<file path="config.mk">
export PLATFORM = sky130hd
export DESIGN_NAME = mmio_tx_fifo
export DESIGN_NICKNAME = d
export VERILOG_FILES = /design/src/rtl/mmio_tx_fifo.sv
export SDC_FILE = /design/constraint.sdc
export NUM_CORES = 1
export LEC_CHECK = 0
export BUFFER_PORTS_ARGS = -buffer_cell sky130_fd_sc_hd__buf_2
export CORE_ASPECT_RATIO = 1.4
export CORE_MARGIN = 5
export CORE_UTILIZATION = 45
export CTS_CLUSTER_DIAMETER = 80
export DETAILED_ROUTE_END_ITERATION = 6
export PLACE_DENSITY = 0.63
export SLEW_MARGIN = 20
export SYNTH_ARGS = -nofsm -noshare
export SYNTH_HDL_FRONTEND = slang
export SYNTH_SLANG_ARGS = --single-unit
</file>
<file path="constraint.sdc">
create_clock -name clk -period 5.35 [get_ports clk]
set_clock_uncertainty 0.2 [all_clocks]
set_input_delay 0.2675 -clock clk [delete_from_list [all_inputs] [get_ports clk]]
set_output_delay 0.2675 -clock clk [all_outputs]
set_load 0.01 [all_outputs]
</file>
<file path="src/rtl/mmio_tx_fifo.sv">
// rtl/mmio_tx_fifo.sv - memory-mapped transmit FIFO with drain interrupt (optional MMIO_TX_LOWWATER_EN)
// Word window at BASE: +0 DATA (push), +4 STATUS (read), +8 CTRL (irq enable / ack / low-water).
module mmio_tx_fifo #(
  parameter int          DEPTH = 8,
  parameter int          PTR_W = 3,
  parameter logic [31:0] BASE  = 32'hFFFF0010
) (
  input  logic        clk,
  input  logic        reset,
  input  logic [31:0] addr,
  input  logic [31:0] wr_data,
  input  logic        mem_read,
  input  logic        mem_write,
  output logic [31:0] rd_data,
  output logic        io_sel,
  output logic        tx_valid,
  output logic [31:0] tx_data,
  input  logic        tx_ready,
  output logic        tx_irq
);

  localparam logic [PTR_W-1:0] PTR_ONE  = {{(PTR_W-1){1'b0}}, 1'b1};
  localparam logic [PTR_W:0]   CNT_ONE  = {{PTR_W{1'b0}}, 1'b1};
  localparam logic [PTR_W:0]   CNT_FULL = (PTR_W+1)'(DEPTH);
  localparam logic [31:0]      ADDR_DATA   = BASE;
  localparam logic [31:0]      ADDR_STATUS = BASE + 32'd4;
  localparam logic [31:0]      ADDR_CTRL   = BASE + 32'd8;

  logic [31:0]      mem_q [DEPTH];
  logic [PTR_W-1:0] head_q, head_d;
  logic [PTR_W-1:0] tail_q, tail_d;
  logic [PTR_W:0]   count_q, count_d;
  logic             irq_en_q, irq_en_d;
  logic             pending_q, pending_d;
  logic             overflow_q, overflow_d;
  logic             tx_irq_q;

  logic sel_data, sel_status, sel_ctrl;
  logic full, empty;
  logic push_req, do_push, pop, ovf_evt;
  logic ctrl_wr, ack, drain, pend_set;
  logic [31:0] status;

  assign sel_data   = (addr == ADDR_DATA);
  assign sel_status = (addr == ADDR_STATUS);
  assign sel_ctrl   = (addr == ADDR_CTRL);
  assign io_sel     = sel_data | sel_status | sel_ctrl;

  assign full     = (count_q == CNT_FULL);
  assign empty    = (count_q == '0);
  assign tx_valid = ~empty;
  assign tx_data  = mem_q[head_q];
  assign tx_irq   = tx_irq_q;

  // A pop at full frees the slot the simultaneous push lands in.
  assign push_req = sel_data & mem_write;
  assign pop      = tx_valid & tx_ready;
  assign do_push  = push_req & (~full | pop);
  assign ovf_evt  = push_req & full & ~pop;

  assign ctrl_wr = sel_ctrl & mem_write;
  assign ack     = ctrl_wr & wr_data[1];
  assign drain   = pop & ~push_req & (count_q == CNT_ONE);

`ifdef MMIO_TX_LOWWATER_EN
  logic [PTR_W:0] lw_q, lw_d;
  logic           lw_evt;

  // Pop without push always lowers count, so LW < count-before holds whenever this matches.
  assign lw_evt   = pop & ~push_req & ((count_q - CNT_ONE) == lw_q);
  assign pend_set = drain | lw_evt;

  always_comb begin
    lw_d = lw_q;
    if (ctrl_wr) lw_d = wr_data[PTR_W+8:8];
  end

  always_ff @(posedge clk or negedge reset) begin
    if (!reset) lw_q <= '0;
    else        lw_q <= lw_d;
  end
`else
  assign pend_set = drain;
`endif

  always_comb begin
    head_d     = head_q;
    tail_d     = tail_q;
    count_d    = count_q;
    irq_en_d   = irq_en_q;
    pending_d  = pending_q;
    overflow_d = overflow_q;

    if (pop)     head_d = head_q + PTR_ONE;
    if (do_push) tail_d = tail_q + PTR_ONE;

    case ({do_push, pop})
      2'b10:   count_d = count_q + CNT_ONE;
      2'b01:   count_d = count_q - CNT_ONE;
      default: count_d = count_q;
    endcase

    if (ctrl_wr) irq_en_d = wr_data[0];
    if (ack) begin
      pending_d  = 1'b0;
      overflow_d = 1'b0;
    end
    if (pend_set) pending_d  = 1'b1;
    if (ovf_evt)  overflow_d = 1'b1;
  end

  always_ff @(posedge clk or negedge reset) begin
    if (!reset) begin
      head_q     <= '0;
      tail_q     <= '0;
      count_q    <= '0;
      irq_en_q   <= 1'b0;
      pending_q  <= 1'b0;
      overflow_q <= 1'b0;
      tx_irq_q   <= 1'b0;
    end else begin
      head_q     <= head_d;
      tail_q     <= tail_d;
      count_q    <= count_d;
      irq_en_q   <= irq_en_d;
      pending_q  <= pending_d;
      overflow_q <= overflow_d;
      tx_irq_q   <= pending_q & irq_en_q;
    end
  end

  // Storage is not reset; count/pointers alone decide which entries are live.
  always_ff @(posedge clk) begin
    if (do_push) mem_q[tail_q] <= wr_data;
  end

  always_comb begin
    status             = '0;
    status[31]         = overflow_q;
    status[30]         = pending_q;
    status[29]         = irq_en_q;
    status[17]         = empty;
    status[16]         = full;
    status[PTR_W:0]    = count_q;
`ifdef MMIO_TX_LOWWATER_EN
    status[PTR_W+24:24] = lw_q;
`endif
  end

  assign rd_data = (mem_read & sel_status) ? status : 32'h0;

endmodule

</file>
# --- Word level (Yosys, flattened, before mapping) ---
# Memories as Yosys holds them, arrays and structs flattened.
# Index checks and enable logic that the tools add are counted.
word_totals:
  reg_bits: 14
  elab_cells: 48
  output_inout_bits: 67
  n_memories: 1
  mem_bits_rw: 256
  inputBits: 69
classes:
  bitwise: 18
  add_sub_neg: 4
  n_eq_ne: 7
  reduce_logical: 4
  mux: 7
mem_list:
  columns: ["name", "words", "word_bits", "read_ports", "rd_ports_with_merged_regs", "wr", "line_no", "rtl"]
  rows:
  - ["mem_q", 8, 32, 1, 0, 1, "29", "logic [31:0] mem_q [DEPTH];"]
op_table:
  columns: ["operator", "count"]
  rows:
  - ["$eq A32 B32 Y1 const B", 3]
  - ["$mux W32", 1]
  - ["$and A1 B1 Y1", 11]
  - ["$pmux W4 S2", 1]
  - ["$add A3 B1 Y3 const B", 2]
  - ["$reduce_bool A2 Y1", 3]
  - ["$mux W1", 5]
  - ["$add A4 B1 Y4 const B", 1]
  - ["$eq A4 B1 Y1 const B", 1]
  - ["$eq A4 B4 Y1 const B", 1]
  - ["$logic_not A4 Y1", 1]
  - ["$not A1 Y1", 4]
  - ["$sub A4 B1 Y4 const B", 1]
  - ["$or A1 B1 Y1", 3]
  - ["$eq A2 B1 Y1 const B", 1]
  - ["$eq A2 B2 Y1 const B", 1]

# --- Logic depth before layout (Yosys ltp) ---
logic_depth:
  depth_word: 7
  mapped_depth: 8
  depth_no_buf: 7

# --- Worst setup path before layout ---
# Ideal clock, no wire load.
synth_path:
  path_type: "register -> register"
  from: "reg count_q[0]"
  to: "mem mem_q[0][0], enable pin"
  slack_ns: 0.919
  setup_time_ns: 0.461
  path_buffers: 1
  period_less_slack_ns: 4.431
  path_stages_with_launch: 8
  required_time_ns: 4.689
  arrival_time_ns: 3.770
  cell_sequence: "dfrtp_1 -> inv_1 -> ha_1 -> nor2b_1 -> and3_1 -> buf_2 -> or3_4 -> nor3_1"
synth_via:
  elab_chain_len: 7
synth_lines:
  columns: ["item", "line_no", "rtl"]
  rows:
  - ["from (decl)", "32", "logic [PTR_W:0] count_q, count_d;"]
  - ["from (signal assigned)", "124", "count_q <= count_d;"]
  - ["$logic_not A4 Y1", "50", "assign empty = (count_q == '0);"]
  - ["$not A1 Y1", "51", "assign tx_valid = ~empty;"]
  - ["$and A1 B1 Y1", "57", "assign pop = tx_valid & tx_ready;"]
  - ["$or A1 B1 Y1 *", "58", "assign do_push = push_req & (~full | pop);"]
  - ["$and A1 B1 Y1 *", "58", null]
  - ["$mux W1 *", "134", "if (do_push) mem_q[tail_q] <= wr_data;"]
  - ["$mux W1 (not written as such) *", "134", null]
  - ["to (decl)", "29", null]
# Mark *: on every way between the ends. The rest lies on a longest branch, timed or not.

# --- Worst setup path after layout ---
layout_path:
  from: "reg head_q[1]"
  to: "out tx_data[27]"
layout_via:
  elab_chain_len: 1
layout_lines:
  columns: ["item", "line_no", "rtl"]
  rows:
  - ["from (decl)", "30", "logic [PTR_W-1:0] head_q, head_d;"]
  - ["from (signal assigned)", "114", "head_q <= '0;"]
  - ["from (signal assigned)", "122", "head_q <= head_d;"]
  - ["$mem_v2 Z8 W32", null, null]
  - ["to (decl)", "17", "output logic [31:0] tx_data,"]
# Every way passes these cells.

==> implementation parameters <==
Parameter                              Value

Critical path
  Origin of the critical flop-to-flop path    count_q[0]$_DFFE_PN0P_
  Type of the setup path with the least slack    reg2out
  Maximum single-stage delay on the critical path    1.07 ns
  Biggest fanout along the worst timing path    40
  Worst Path Required    4.88 ns
  Reg2reg path depth    6
  CP Capture Type    output pin
  Buffers and inverters on the worst path    2
  Worst R2R Setup Slack    2.12 ns
  Slowest stage cell, crit path    sky130_fd_sc_hd__dfrtp_2
  Launching element type of the critical path    flop
  Cells along the critical path    buf_4, mux4_2, mux2_2, buf_2
  Critical path data arrival time    2.93 ns
  Kind of cell with the highest combined delay on the critical path    flip-flops
  Critical Path Start    head_q[1]$_DFFE_PN0P_
  End of the worst register-to-register path    mem_q[6][17]$_DFFE_PP_

Clock tree
  CTS tree    built
  Count of H-tree levels built during CTS    1
  Later-pin clock latency in the skew report    0.51 ns
  CTS Root Cell    sky130_fd_sc_hd__clkbuf_16
  TritonCTS sink count    270
  Max clock buf depth    3
  Setup bufs post-CTS    0
  Inserted Clock Buffers    26
  Clk slew on worst S/H paths    0.06 ns

Power
  Total power draw    4.44 mW
  Maximum VDD drop    190 uV
  Power density over the cells    337 nW/um^2
  Cell leakage power    4.51 nW

Place
  Sum of net half-perimeters after detailed placement    12,800 um
  IO buf count    112
  GP Congestion    0.761
  Cell total after placement    917
  Setup slack at placement    2.02 ns

Finish
  Commonest non-fill, non-tap cells in the layout    sky130_fd_sc_hd__edfxtp_1, sky130_fd_sc_hd__buf_2, sky130_fd_sc_hd__mux4_2
  Filler cell count    1,794
  Final Net Count    746
  Post-route insts no fill    1,003
  Ratio of cells with drive above 1 in the final layout    41.6%
  Area growth from synthesis to layout    21.4%
  Most common library cell in the layout ignoring fill and taps    sky130_fd_sc_hd__edfxtp_1
  Register area    8040 sq um
  Combined area of the multi-input logic cells    2670 sq um

Synth
  Share of async-settable or async-resettable flops after synthesis    5.19%
  Distinct cells, synth    52
  Synthesized area divided by synthesized cell count    21.3 sq um
  Number of synthesized flops with an enable pin    256
  Synthesis warning total    0
  Gate Count Post-Synth    510
  Synthesized cell area    10,900 sq um
  Portion of the post-synthesis area used by sequential elements    74.0%
  Synth Flop Type    sky130_fd_sc_hd__edfxtp_1
  Register bit total from synthesis    270

Die
  Core Area    23,900 sq um
  Area of the die    27,400 sq um
  Starting density of the core    45.5%
  IO Pins    136
  Die Width    141 um
  Site row count    67
  Floorplan die height    194 um

Detailed routing
  DRC marker count from the first detailed-route iteration    205
  Via count    5,287
  Wire length reported by the detailed router    20,400 um
  Routed via count divided by cell count    5.27
  Post-route antenna net violation count    0
  Residual DRC count    0
  Routed length per placed instance    20.3 um
  Total iterations of the first detailed-routing run    4

Timing
  Total negative setup slack    0 ns
  Final Setup Violations    0
  Max-slew headroom    29.1%
  Transition time at the pin with the least slew margin    1.06 ns
  RSZ-0062 raised after global routing    no
  Smallest setup slack after layout    1.96 ns
  Final min period    3.39 ns
  Maximum achievable frequency    295 MHz
  Final hold slack    0.0252 ns
  Max-slew violation count    0
  Final hold violation count    0
  Final worst-path cycle share    63.4%

GRT
  Grt ovf    0
  Maximum number of pins on one net before global-route repair    41
  Initial antenna violation count    1
  GRT Total Usage    15.0%
  Wire length of the first global-routing pass    32,500 um
  Number of global-route vias before repair    5,797

Min path
  End point of the worst hold path    irq_en_q$_DFFE_PN0P_
  Worst Hold Path Cells    4
  HP Start    addr[2]
  Worst hold-check path type    in2reg

Run status
  Run status    finished, final reports clean

Job
  Count of max-cap constraint violations    0
[per-layer routing]
metal | track usage, % | vias up | share of wire (%)
met5 | 0 | - | 0
met4 | 3.27 | 0 | 1.5
met3 | 2.74 | 26 | 6.9
met2 | 26.8 | 198 | 53
met1 | 19.1 | 2691 | 38
li1 | - | 2372 | -
[how the worst max path moves through the flow]
stage / slack (ns) / to / cells past startpoint
floorplan: 0.92 / mem_q[0][0]$_DFFE_PP_ / 7
global placement: 2.07 / mem_q[1][18]$_DFFE_PP_ / 6
detailed placement: 2.02 / mem_q[2][21]$_DFFE_PP_ / 6
CTS: 1.86 / tx_data[27] / 4
global route: 1.77 / tx_data[27] / 4
finish: 1.96 / tx_data[27] / 4
[sequential cells by signal, indices dropped and copies added (netlist names)]
name and flops:
irq_en_q 1, overflow_q 1, tail_q 3, head_q 3, count_q 4, tx_irq 1
pending_q 1, mem_q 256
[repair_timing]
item	4_1_cts	5_1_grt
hold endpoints to repair	274	0
gates resized for setup	0	0
hold buffers	36	0
setup endpoints to repair	0	0
[synth_stat cells, types with 4 or more instances]
library cell | count | area share [%]
sky130_fd_sc_hd__mux2_2 | 33 | 3.4
sky130_fd_sc_hd__and2_1 | 8 | 0.46
sky130_fd_sc_hd__nand2b_1 | 5 | 0.29
sky130_fd_sc_hd__buf_2 | 9 | 0.41
sky130_fd_sc_hd__edfxtp_1 | 256 | 71
sky130_fd_sc_hd__nor2b_1 | 4 | 0.23
sky130_fd_sc_hd__mux2i_1 | 4 | 0.37
sky130_fd_sc_hd__xnor2_1 | 4 | 0.32
sky130_fd_sc_hd__and3_1 | 4 | 0.23
sky130_fd_sc_hd__ha_1 | 5 | 0.58
sky130_fd_sc_hd__nor2_1 | 9 | 0.31
sky130_fd_sc_hd__nand2_1 | 7 | 0.24
sky130_fd_sc_hd__clkbuf_1 | 9 | 0.31
sky130_fd_sc_hd__dfrtp_1 | 14 | 3.2
sky130_fd_sc_hd__mux4_2 | 64 | 13
sky130_fd_sc_hd__buf_4 | 25 | 1.7
[worst min-delay path, cell delays in order]
cell and delay (ns):
sky130_fd_sc_hd__buf_2 0.09, sky130_fd_sc_hd__nor2b_1 0.08, sky130_fd_sc_hd__nand3_1 0.11, sky130_fd_sc_hd__mux2_2 0.15
[area by class of cell]
cell class | count | share of cell area [%]
antenna | 1 | 0.0190
tap | 310 | 2.94
clock buffer | 33 | 5.60
sequential | 270 | 61.0
timing repair buffer | 158 | 8.16
multi-input combinational | 212 | 20.2
clock inverter | 15 | 1.94
inverter | 4 | 0.114
[kinds of logic after synthesis]
| logic type | count (synthesis) | synth area share (%) |
|---|---|---|
| AOI/OAI and AO/OA | 14 | 0.910 |
| xor gates and xnor gates | 6 | 0.484 |
| adders and majority gates | 5 | 0.576 |
| muxes | 102 | 17.2 |
| buffers and inverters | 50 | 2.76 |
| DFF | 270 | 74.0 |
| and+or+nand+nor | 62 | 4.12 |
| other | 1 | 0.0345 |
[stage by stage]
| step | instance area (sq um) | utilization (%) |
|---|---|---|
| CTS | 13200 | 55.1 |
| detailed placement | 11800 | 49.4 |
| global route | 13200 | 55.2 |
| finish | 13200 | 55.2 |
| global placement | 11700 | 49.1 |
| floorplan | 11000 | - |
[report_power, final]
group / total, mW / switching (mW) / internal, mW
registers: 2.31 / 0.0000000732 / 2.31
logic: 0.0859 / 0.0478 / 0.0381
clock network: 2.04 / 0.767 / 1.28
Note: power is estimated with default switching activity, not from simulation.
